--- src/rtl/rob_retire_if.sv ---
// rob_retire_if: dispatch/CDB/commit inputs and tag-return outputs of rob_retire.
// Flush exists only when ROB_FLUSH_EN is defined.
interface rob_retire_if #(
    parameter int TAG_W = 5
);
    logic [TAG_W-1:0] Disp_Tag;
    logic             Disp_Valid;
    logic [TAG_W-1:0] Cdb_Tag;
    logic             Cdb_Valid;
    logic             Commit_Stall;
`ifdef ROB_FLUSH_EN
    logic             Flush;
`endif
    logic [TAG_W-1:0] RB_Tag;
    logic             RB_Tag_Valid;
    logic             Rob_Full;
    logic             Rob_Empty;
    logic [TAG_W:0]   Rob_Count;
    logic             Rob_Busy;

    modport master (
`ifdef ROB_FLUSH_EN
        output Flush,
`endif
        output Disp_Tag, Disp_Valid, Cdb_Tag, Cdb_Valid, Commit_Stall,
        input  RB_Tag, RB_Tag_Valid, Rob_Full, Rob_Empty, Rob_Count, Rob_Busy
    );
    modport slave (
`ifdef ROB_FLUSH_EN
        input  Flush,
`endif
        input  Disp_Tag, Disp_Valid, Cdb_Tag, Cdb_Valid, Commit_Stall,
        output RB_Tag, RB_Tag_Valid, Rob_Full, Rob_Empty, Rob_Count, Rob_Busy
    );
endinterface

--- src/rtl/rob_retire.sv ---
// rob_retire: in-order retirement queue returning completed tags to tagfifo.
// ROB_FLUSH_EN adds the Flush input and a DRAIN state that returns every held tag.
module rob_retire #(
    parameter int DEPTH = 32,
    parameter int TAG_W = 5
) (
    input logic         clock,
    input logic         reset,
    rob_retire_if.slave rb
);
    typedef enum logic {RUN, DRAIN} state_e;
    localparam logic [TAG_W:0] FULL_CNT = (TAG_W+1)'(DEPTH);
    state_e           state_q, state_d;
    logic [TAG_W-1:0] tag_q [DEPTH];
    logic [DEPTH-1:0] done_q, done_d;
    logic [TAG_W-1:0] head_q, head_d, tail_q, tail_d, rb_tag_q, rb_tag_d;
    logic [TAG_W:0]   count_q, count_d;
    logic             rb_valid_q, rb_valid_d;
    logic             full, run, flush_w, flush_go, disp, ret;
`ifdef ROB_FLUSH_EN
    assign flush_w = rb.Flush;
`else
    assign flush_w = 1'b0;
`endif
    // the flush cycle itself neither dispatches nor retires, so all k held entries drain afterwards
    always_comb begin
        full       = count_q == FULL_CNT;
        run        = state_q == RUN;
        flush_go   = run && flush_w && count_q != '0;
        disp       = run && !flush_go && rb.Disp_Valid && !full;
        ret        = count_q != '0 && (!run || (!flush_go && done_q[head_q] && !rb.Commit_Stall));
        head_d     = head_q + TAG_W'(ret);
        tail_d     = tail_q + TAG_W'(disp);
        count_d    = count_q + (TAG_W+1)'(disp) - (TAG_W+1)'(ret);
        rb_valid_d = ret;
        rb_tag_d   = ret ? tag_q[head_q] : rb_tag_q;
        state_d    = flush_go ? DRAIN : (!run && count_d == '0) ? RUN : state_q;
        done_d     = done_q;
        for (int i = 0; i < DEPTH; i++)
            if (run && rb.Cdb_Valid && tag_q[i] == rb.Cdb_Tag && {1'b0, TAG_W'(i) - head_q} < count_q)
                done_d[i] = 1'b1;
        if (disp)
            done_d[tail_q] = 1'b0;
    end
    always_ff @(posedge clock) begin
        if (!reset) begin
            state_q    <= RUN;
            done_q     <= '0;
            head_q     <= '0;
            tail_q     <= '0;
            count_q    <= '0;
            rb_tag_q   <= '0;
            rb_valid_q <= 1'b0;
        end else begin
            state_q    <= state_d;
            done_q     <= done_d;
            head_q     <= head_d;
            tail_q     <= tail_d;
            count_q    <= count_d;
            rb_tag_q   <= rb_tag_d;
            rb_valid_q <= rb_valid_d;
        end
    end
    always_ff @(posedge clock)
        if (disp)
            tag_q[tail_q] <= rb.Disp_Tag;
    assign rb.RB_Tag       = rb_tag_q;
    assign rb.RB_Tag_Valid = rb_valid_q;
    assign rb.Rob_Full     = count_q == FULL_CNT;
    assign rb.Rob_Empty    = count_q == '0;
    assign rb.Rob_Count    = count_q;
`ifdef ROB_FLUSH_EN
    assign rb.Rob_Busy     = state_q == DRAIN;
`else
    assign rb.Rob_Busy     = 1'b0;
`endif
endmodule
--- src/flat_wrapper.sv ---
// flat-port wrapper written by rule: the top's interface ports become plain ports
module rob_retire_flat 
#(
    parameter int DEPTH = 32,
    parameter int TAG_W = 5
)
  (clock, reset, rb_Disp_Tag, rb_Disp_Valid, rb_Cdb_Tag, rb_Cdb_Valid, rb_Commit_Stall, rb_RB_Tag, rb_RB_Tag_Valid, rb_Rob_Full, rb_Rob_Empty, rb_Rob_Count, rb_Rob_Busy);
  rob_retire_if #(.TAG_W(TAG_W)) rb_i ();
  input logic clock;
  input logic reset;
  input wire logic [$bits(rb_i.Disp_Tag)-1:0] rb_Disp_Tag;
  input wire logic [$bits(rb_i.Disp_Valid)-1:0] rb_Disp_Valid;
  input wire logic [$bits(rb_i.Cdb_Tag)-1:0] rb_Cdb_Tag;
  input wire logic [$bits(rb_i.Cdb_Valid)-1:0] rb_Cdb_Valid;
  input wire logic [$bits(rb_i.Commit_Stall)-1:0] rb_Commit_Stall;
  output wire logic [$bits(rb_i.RB_Tag)-1:0] rb_RB_Tag;
  output wire logic [$bits(rb_i.RB_Tag_Valid)-1:0] rb_RB_Tag_Valid;
  output wire logic [$bits(rb_i.Rob_Full)-1:0] rb_Rob_Full;
  output wire logic [$bits(rb_i.Rob_Empty)-1:0] rb_Rob_Empty;
  output wire logic [$bits(rb_i.Rob_Count)-1:0] rb_Rob_Count;
  output wire logic [$bits(rb_i.Rob_Busy)-1:0] rb_Rob_Busy;
  assign rb_i.Disp_Tag = rb_Disp_Tag;
  assign rb_i.Disp_Valid = rb_Disp_Valid;
  assign rb_i.Cdb_Tag = rb_Cdb_Tag;
  assign rb_i.Cdb_Valid = rb_Cdb_Valid;
  assign rb_i.Commit_Stall = rb_Commit_Stall;
  assign rb_RB_Tag = rb_i.RB_Tag;
  assign rb_RB_Tag_Valid = rb_i.RB_Tag_Valid;
  assign rb_Rob_Full = rb_i.Rob_Full;
  assign rb_Rob_Empty = rb_i.Rob_Empty;
  assign rb_Rob_Count = rb_i.Rob_Count;
  assign rb_Rob_Busy = rb_i.Rob_Busy;
  rob_retire #(.DEPTH(DEPTH), .TAG_W(TAG_W)) u_core (.clock(clock), .reset(reset), .rb(rb_i));
endmodule
--- config.mk ---
export PLATFORM = sky130hd
export DESIGN_NAME = rob_retire_flat
export DESIGN_NICKNAME = d
export VERILOG_FILES = /design/src/rtl/rob_retire_if.sv /design/src/rtl/rob_retire.sv /design/src/flat_wrapper.sv
export SDC_FILE = /design/constraint.sdc
export NUM_CORES = 1
export LEC_CHECK = 0
export CAP_MARGIN = 15
export CORE_MARGIN = 3
export CORE_UTILIZATION = 65
export CTS_BUF_LIST = sky130_fd_sc_hd__clkbuf_4 sky130_fd_sc_hd__clkbuf_8
export CTS_CLUSTER_SIZE = 28
export DETAILED_ROUTE_END_ITERATION = 10
export PLACE_DENSITY = 0.83
export REMOVE_ABC_BUFFERS = 1
export SLEW_MARGIN = 0
export SYNTH_ARGS = -nofsm -noshare
export SYNTH_HDL_FRONTEND = slang
export SYNTH_SLANG_ARGS = --single-unit
--- constraint.sdc ---
create_clock -name clock -period 3.5 [get_ports clock]
set_input_delay 0.35 -clock clock [delete_from_list [all_inputs] [get_ports clock]]
set_output_delay 0.35 -clock clock [all_outputs]
set_load 0.01 [all_outputs]
-- Yosys cells after proc, flatten, opt, wreduce, memory -nomap -nowiden
Memory sizes are Yosys's and may differ from the RTL's. A register that Yosys moved wholly into a read port is not among the register bits.
Cells that the tools add are included.
- register bits: 49
- memory bits (writable): 160
- bits of input ports: 15
- logic and storage cells: 224
- memories: 1
- memories (memory ; depth ; width ; rd ports ; clocked after Yosys merged registers in ; write ports ; RTL line ; RTL):
    u_core.tag_q ; 32 ; 5 ; 33 ; 1 ; 1 ; rob_retire.sv:14 ; logic [TAG_W-1:0] tag_q [DEPTH];
- $add $sub $neg: 36
- magnitude comparators: 35
- equality and inequality tests: 33
- muxes and demuxes: 39
- bitwise operators: 2
- reductions and logical operators: 73
- operators with widths (kind ; count):
    $lt A5 B6 Y1 ; 32
    $eq A5 B5 Y1 ; 32
    $sub A5 B5 Y5 const A ; 16
    $logic_and A1 B1 Y1 ; 68
    $sub A4 B5 Y5 const A ; 8
    $mux W1 ; 36
    $and A32 B32 Y32 ; 1
    $mux W32 ; 1
    $not A32 Y32 ; 1
    $sub A3 B5 Y5 const A ; 4
    $lt A5 B6 Y1 const B ; 2
    $add A5 B1 Y5 ; 2
    $sub A1 B5 Y5 const A ; 2
    $sub A2 B5 Y5 const A ; 2
    $add A6 B1 Y6 ; 1
    $eq A6 B6 Y1 const B ; 1
    $logic_not A6 Y1 ; 1
    $reduce_bool A6 Y1 ; 1
    $sub A6 B1 Y6 ; 1
    $bmux W1 S5 ; 1
    $demux W1 S5 ; 1
    $ge A5 B1 Y1 const B ; 1
    $logic_not A1 Y1 ; 3

-- Logic depth before layout (Yosys ltp)
- depth after elaboration: 7
- depth in mapped cells: 17

-- Worst setup path after synthesis
No wires, ideal clock.
- kind: register to register
- start point: register u_core.count_q[4] (netlist: u_core.rb.Rob_Count[4])
- end point: register u_core.count_q[4] (netlist: u_core.rb.Rob_Count[4])
- library setup time: 0.128 ns
- arrival: 3.244 ns
- data required time: 3.372 ns
- slack: 0.128 ns
- cell stages (with the launch flop): 15
- buffers on the path: 1
- period minus slack after synthesis: 3.372 ns
- path through: dfxtp_1 > inv_1 > ha_1 > nor4bb_1 > a311o_1 > buf_6 > or2_2 > nand2_1 > ha_1 > fa_1 > a21oi_1 > nor2_1 > nor2_1 > xor2_1 > nor2_1
- cells in the longest elaborated chain, start to end: 5
- elaborated cells on any way between the ends: 7
- classes of those cells: add/sub (2); eq/ne (1); reduce/logical (4)
- RTL lines (item ; RTL line ; RTL):
    start: declaration ; rob_retire.sv:17 ; logic [TAG_W:0] count_q, count_d;
    start signal: assignment ; rob_retire.sv:59 ; count_q <= count_d;
    $eq A6 B6 Y1 ; rob_retire.sv:27 ; full = count_q == FULL_CNT;
    $logic_not A1 Y1 ; rob_retire.sv:30 ; disp = run && !flush_go && rb.Disp_Valid && !full;
    $logic_and A1 B1 Y1 ; rob_retire.sv:30 ;
    $add A6 B1 Y6 ; rob_retire.sv:34 ; count_d = count_q + (TAG_W+1)'(disp) - (TAG_W+1)'(ret);
    $sub A6 B1 Y6 * ; rob_retire.sv:34 ;
Mark *: on every way between the ends. The rest lies on a longest branch, timed or not.
A chain may end at the register's enable or synchronous reset.

-- Final worst setup path
- start point: register u_core.head_q[0]
- end point: register u_core.count_q[4] (netlist: u_core.rb.Rob_Count[4])
- cells in the longest elaborated chain, start to end: 5
- RTL lines (item ; RTL line ; RTL):
    start: declaration ; rob_retire.sv:16 ; logic [TAG_W-1:0] head_q, head_d, tail_q, tail_d, rb_tag_q, rb_tag_d;
    start signal: assignment ; rob_retire.sv:49 ; head_q <= '0;
    start signal: assignment ; rob_retire.sv:57 ; head_q <= head_d;
    $bmux W1 S5 ; rob_retire.sv:31 ; ret = count_q != '0 && (!run || (!flush_go && done_q[head_q] && !rb.Commit_Stall));
    $mux W1 (not written as such) ; rob_retire.sv:31 ;
    $logic_and A1 B1 Y1 (2 in series) ; rob_retire.sv:31 ;
    $sub A6 B1 Y6 ; rob_retire.sv:34 ;
No other way between the ends. The select of a mux whose other input is x is not followed.

==> impl_metrics.json <==
{
  "timing.fmax_ghz": 0.306,
  "fin_crit_ps": 3270,
  "cp.required_ps": 3870,
  "path_buf_inv": 0,
  "synth-async-reset-ratio_pct": 0,
  "start_util_pct": 66.4,
  "clkLatencyLatePin_ps": 540,
  "whs_endpoint": "u_core.done_q[9]$_SDFF_PN0_",
  "yosysTopAreaCell": "edfxtp_1",
  "vias": 8857,
  "r2r-start": "u_core.head_q[0]$_SDFF_PN0_",
  "syn_inst": 1023,
  "p_leak_nw": 5.12,
  "crit_path_max_incr_delay_ps": 570,
  "finalClockSkew_ps": 28.0,
  "antenna_found_initial": 0,
  "root_buffer": "clkbuf_8",
  "final_cell_mix": "edfxtp_1, xor2_1, nor2_1, ha_1, xnor2_1",
  "wirelength_mm": 32.5,
  "cpMostUsedCell": "nor2_1",
  "cts.sinks": 214,
  "rsz0062_at_grt": "false",
  "vias_per_cell": 6.62,
  "cts_buffers": 36,
  "fin_crit_sh_pct": 93.3,
  "synth-main-ff-cell": "edfxtp_1",
  "min-delay-path-class": "in2reg",
  "arrival_ps": 3640,
  "synth.cell_area_um2": 12500,
  "synth_warnings": 0,
  "crit_path_max_fanout": 7,
  "io_pins": 30,
  "coreArea_um2": 18800,
  "cts_tree": "done",
  "startpoint_type": "flip-flop",
  "status": "finished clean",
  "syn_area_per_cell_um2": 12.2,
  "grt_max_degree": 38,
  "ys_types": 54,
  "placement.io_buffers": 28,
  "grt_usage_pct": 32.2,
  "die_area_um2": 20900,
  "ys_seq_area_share_pct": 47.2,
  "die-height_um": 144,
  "worstSetupPathType": "reg2reg",
  "synth.top_cell.area_share_pct": 38.6,
  "wire_per_inst_um": 24.3,
  "clkTransAtPathRegs_ps": 70,
  "gp_congestion": 1.03,
  "worstMarginPinSlew_ps": 963,
  "hpwl_mm": 22.9,
  "die_w_um": 144,
  "grt.overflow.total": 0,
  "first_pass_iters": 5,
  "final_cell_count_no_fill": 1337,
  "maxCapViolations": 0,
  "busiest_layer": "met2",
  "max_slew_margin_pct": 35.8,
  "finalHoldViolations": 0,
  "use_met1_pct": 45.1,
  "dp.cells": 1266,
  "ant_nets": 0,
  "slew_violations": 0,
  "crit_path_top_delay_cell": "mux4_2",
  "placed_area_um2": 13100,
  "synth_edf_count": 160,
  "path_delay_family": "compound AO/OA/AOI/OAI gates",
  "drt_iter0_markers": 925,
  "powerDensity_nw_per_um2": 506,
  "antenna_cells": 0,
  "cp_cell_sequence": "mux4_2, a22o_1, a221oi_2, a311o_1, or2_2, nand2_1, ha_1, fa_1, a21oi_1, nor2_1, nor2_1, xor2_1, nor2_1",
  "grt_pass1_wl_mm": 50.5,
  "syn_to_final_growth_pct": 11.6,
  "grt_use_met2_pct": 50.0,
  "reg2reg_slack_ps": 230,
  "drc": 0,
  "reg2reg_to": "u_core.rb.Rob_Count[4]$_SDFF_PN0_",
  "fp-row-count": 50,
  "synthTopCellsByArea": "edfxtp_1, xor2_1, dfxtp_1, ha_1, mux4_2",
  "met3_usage_pct": 6.45,
  "fin_nets": 1174,
  "grt_pass1_vias": 8799,
  "fin_util_pct": 74.1,
  "holdPathStages": 5,
  "crit_path_end_kind": "flip-flop",
  "layout_commonest_cell": "edfxtp_1",
  "final_area_um2": 13900,
  "vdd_drop_max_mv": 0.325,
  "finalSetupViolations": 0,
  "htreeDepth": 2,
  "ctsLongestPathBuffers": 3,
  "ys_ff_latch": 214,
  "worstHoldStart": "rb_Cdb_Tag[0]",
  "rr_worst_depth": 13,
  "layout-drive-gt1-share_pct": 17.2
}
cell usage after synthesis (all sizes together) (20+ instances only):
cell type / n
nor2: 109
nor3: 22
buf: 33
a22oi: 22
a21oi: 27
edfxtp: 160
clkbuf: 29
xor2: 131
nor4: 31
inv: 47
dfxtp: 54
xnor2: 59
nand3: 24
ha: 82
a211o: 20
mux4: 48
tightest hold or removal path: cells and delay by family:
family / cells / cell delay [ps]
AO/OA/AOI/OAI: 1 / 170
buffers and inverters: 1 / 140
XOR/XNOR: 1 / 140
AND/OR/NAND/NOR: 2 / 130
worst max-delay path by stage:
stage,cells after the start,to,startpoint
after floorplan,13,u_core.rb.Rob_Count[4]$_SDFF_PN0_,u_core.head_q[0]$_SDFF_PN0_
after global placement,13,u_core.rb.Rob_Count[4]$_SDFF_PN0_,u_core.head_q[0]$_SDFF_PN0_
after detailed placement,13,u_core.rb.Rob_Count[4]$_SDFF_PN0_,u_core.head_q[0]$_SDFF_PN0_
after CTS,13,u_core.rb.Rob_Count[4]$_SDFF_PN0_,u_core.head_q[0]$_SDFF_PN0_
after global routing,13,u_core.rb.Rob_Count[4]$_SDFF_PN0_,u_core.head_q[0]$_SDFF_PN0_
final,13,u_core.rb.Rob_Count[4]$_SDFF_PN0_,u_core.head_q[0]$_SDFF_PN0_
cells by family after synthesis:
logic type               synth area share (%)
adder cells (fa/ha/maj)                  8.39
AND/OR/NAND/NOR                          8.79
other                                  0.0301
flip-flops                               47.2
multiplexers                             8.88
buffers and inverters                    3.80
AO/OA/AOI/OAI                            9.52
XOR/XNOR                                 13.4
registers in the layout, summed over array words and instances (netlist names):
name                    cells
u_core.rb.RB_Tag_Valid      1
u_core.head_q               5
u_core.tail_q               5
u_core.rb.RB_Tag            5
u_core.tag_q              160
u_core.done_q              32
u_core.rb.Rob_Count         6
routing by layer:
layer | wire, um | vias up
met5 | 0 | -
met4 | 1380 | 0
met3 | 3090 | 101
met2 | 14800 | 530
met1 | 13200 | 4319
li1 | - | 3907
cell type report:
| class | count | area (um2) |
|---|---|---|
| clock buffers | 54 | 668 |
| clock inverters | 11 | 131 |
| fillers | 1251 | 4860 |
| inverters | 47 | 179 |
| multi-input cells | 700 | 6100 |
| flip-flops and latches | 214 | 5890 |
| well taps | 234 | 293 |
| repair buffers | 77 | 648 |
stage by stage:
| step | hold slack (ps) | setup slack, ps | TNS [ps] | total power [mW] |
|---|---|---|---|---|
| finish | 458 | 235 | 0 | 7.04 |
| global route | 526 | 6.65 | 0 | 7.36 |
| CTS | 445 | 120 | 0 | 7.03 |
| detailed placement | 478 | 175 | 0 | 4.59 |
| global placement | 481 | 258 | 0 | 4.53 |
| floorplan | 449 | -1580 | -25330 | 3.92 |
report_power, final:
group / total, mW / internal, mW / switching, mW
Clock: 2.46 / 1.45 / 1.01
Sequential: 2.84 / 2.79 / 0.0485
Combinational: 1.75 / 0.677 / 1.07
what timing repair did:
item	CTS	global route
endpoints found under the setup margin	0	2
buffers inserted	0	6
hold buffers	0	0
gates resized for setup	0	1
(Power assumes the default switching activity.)
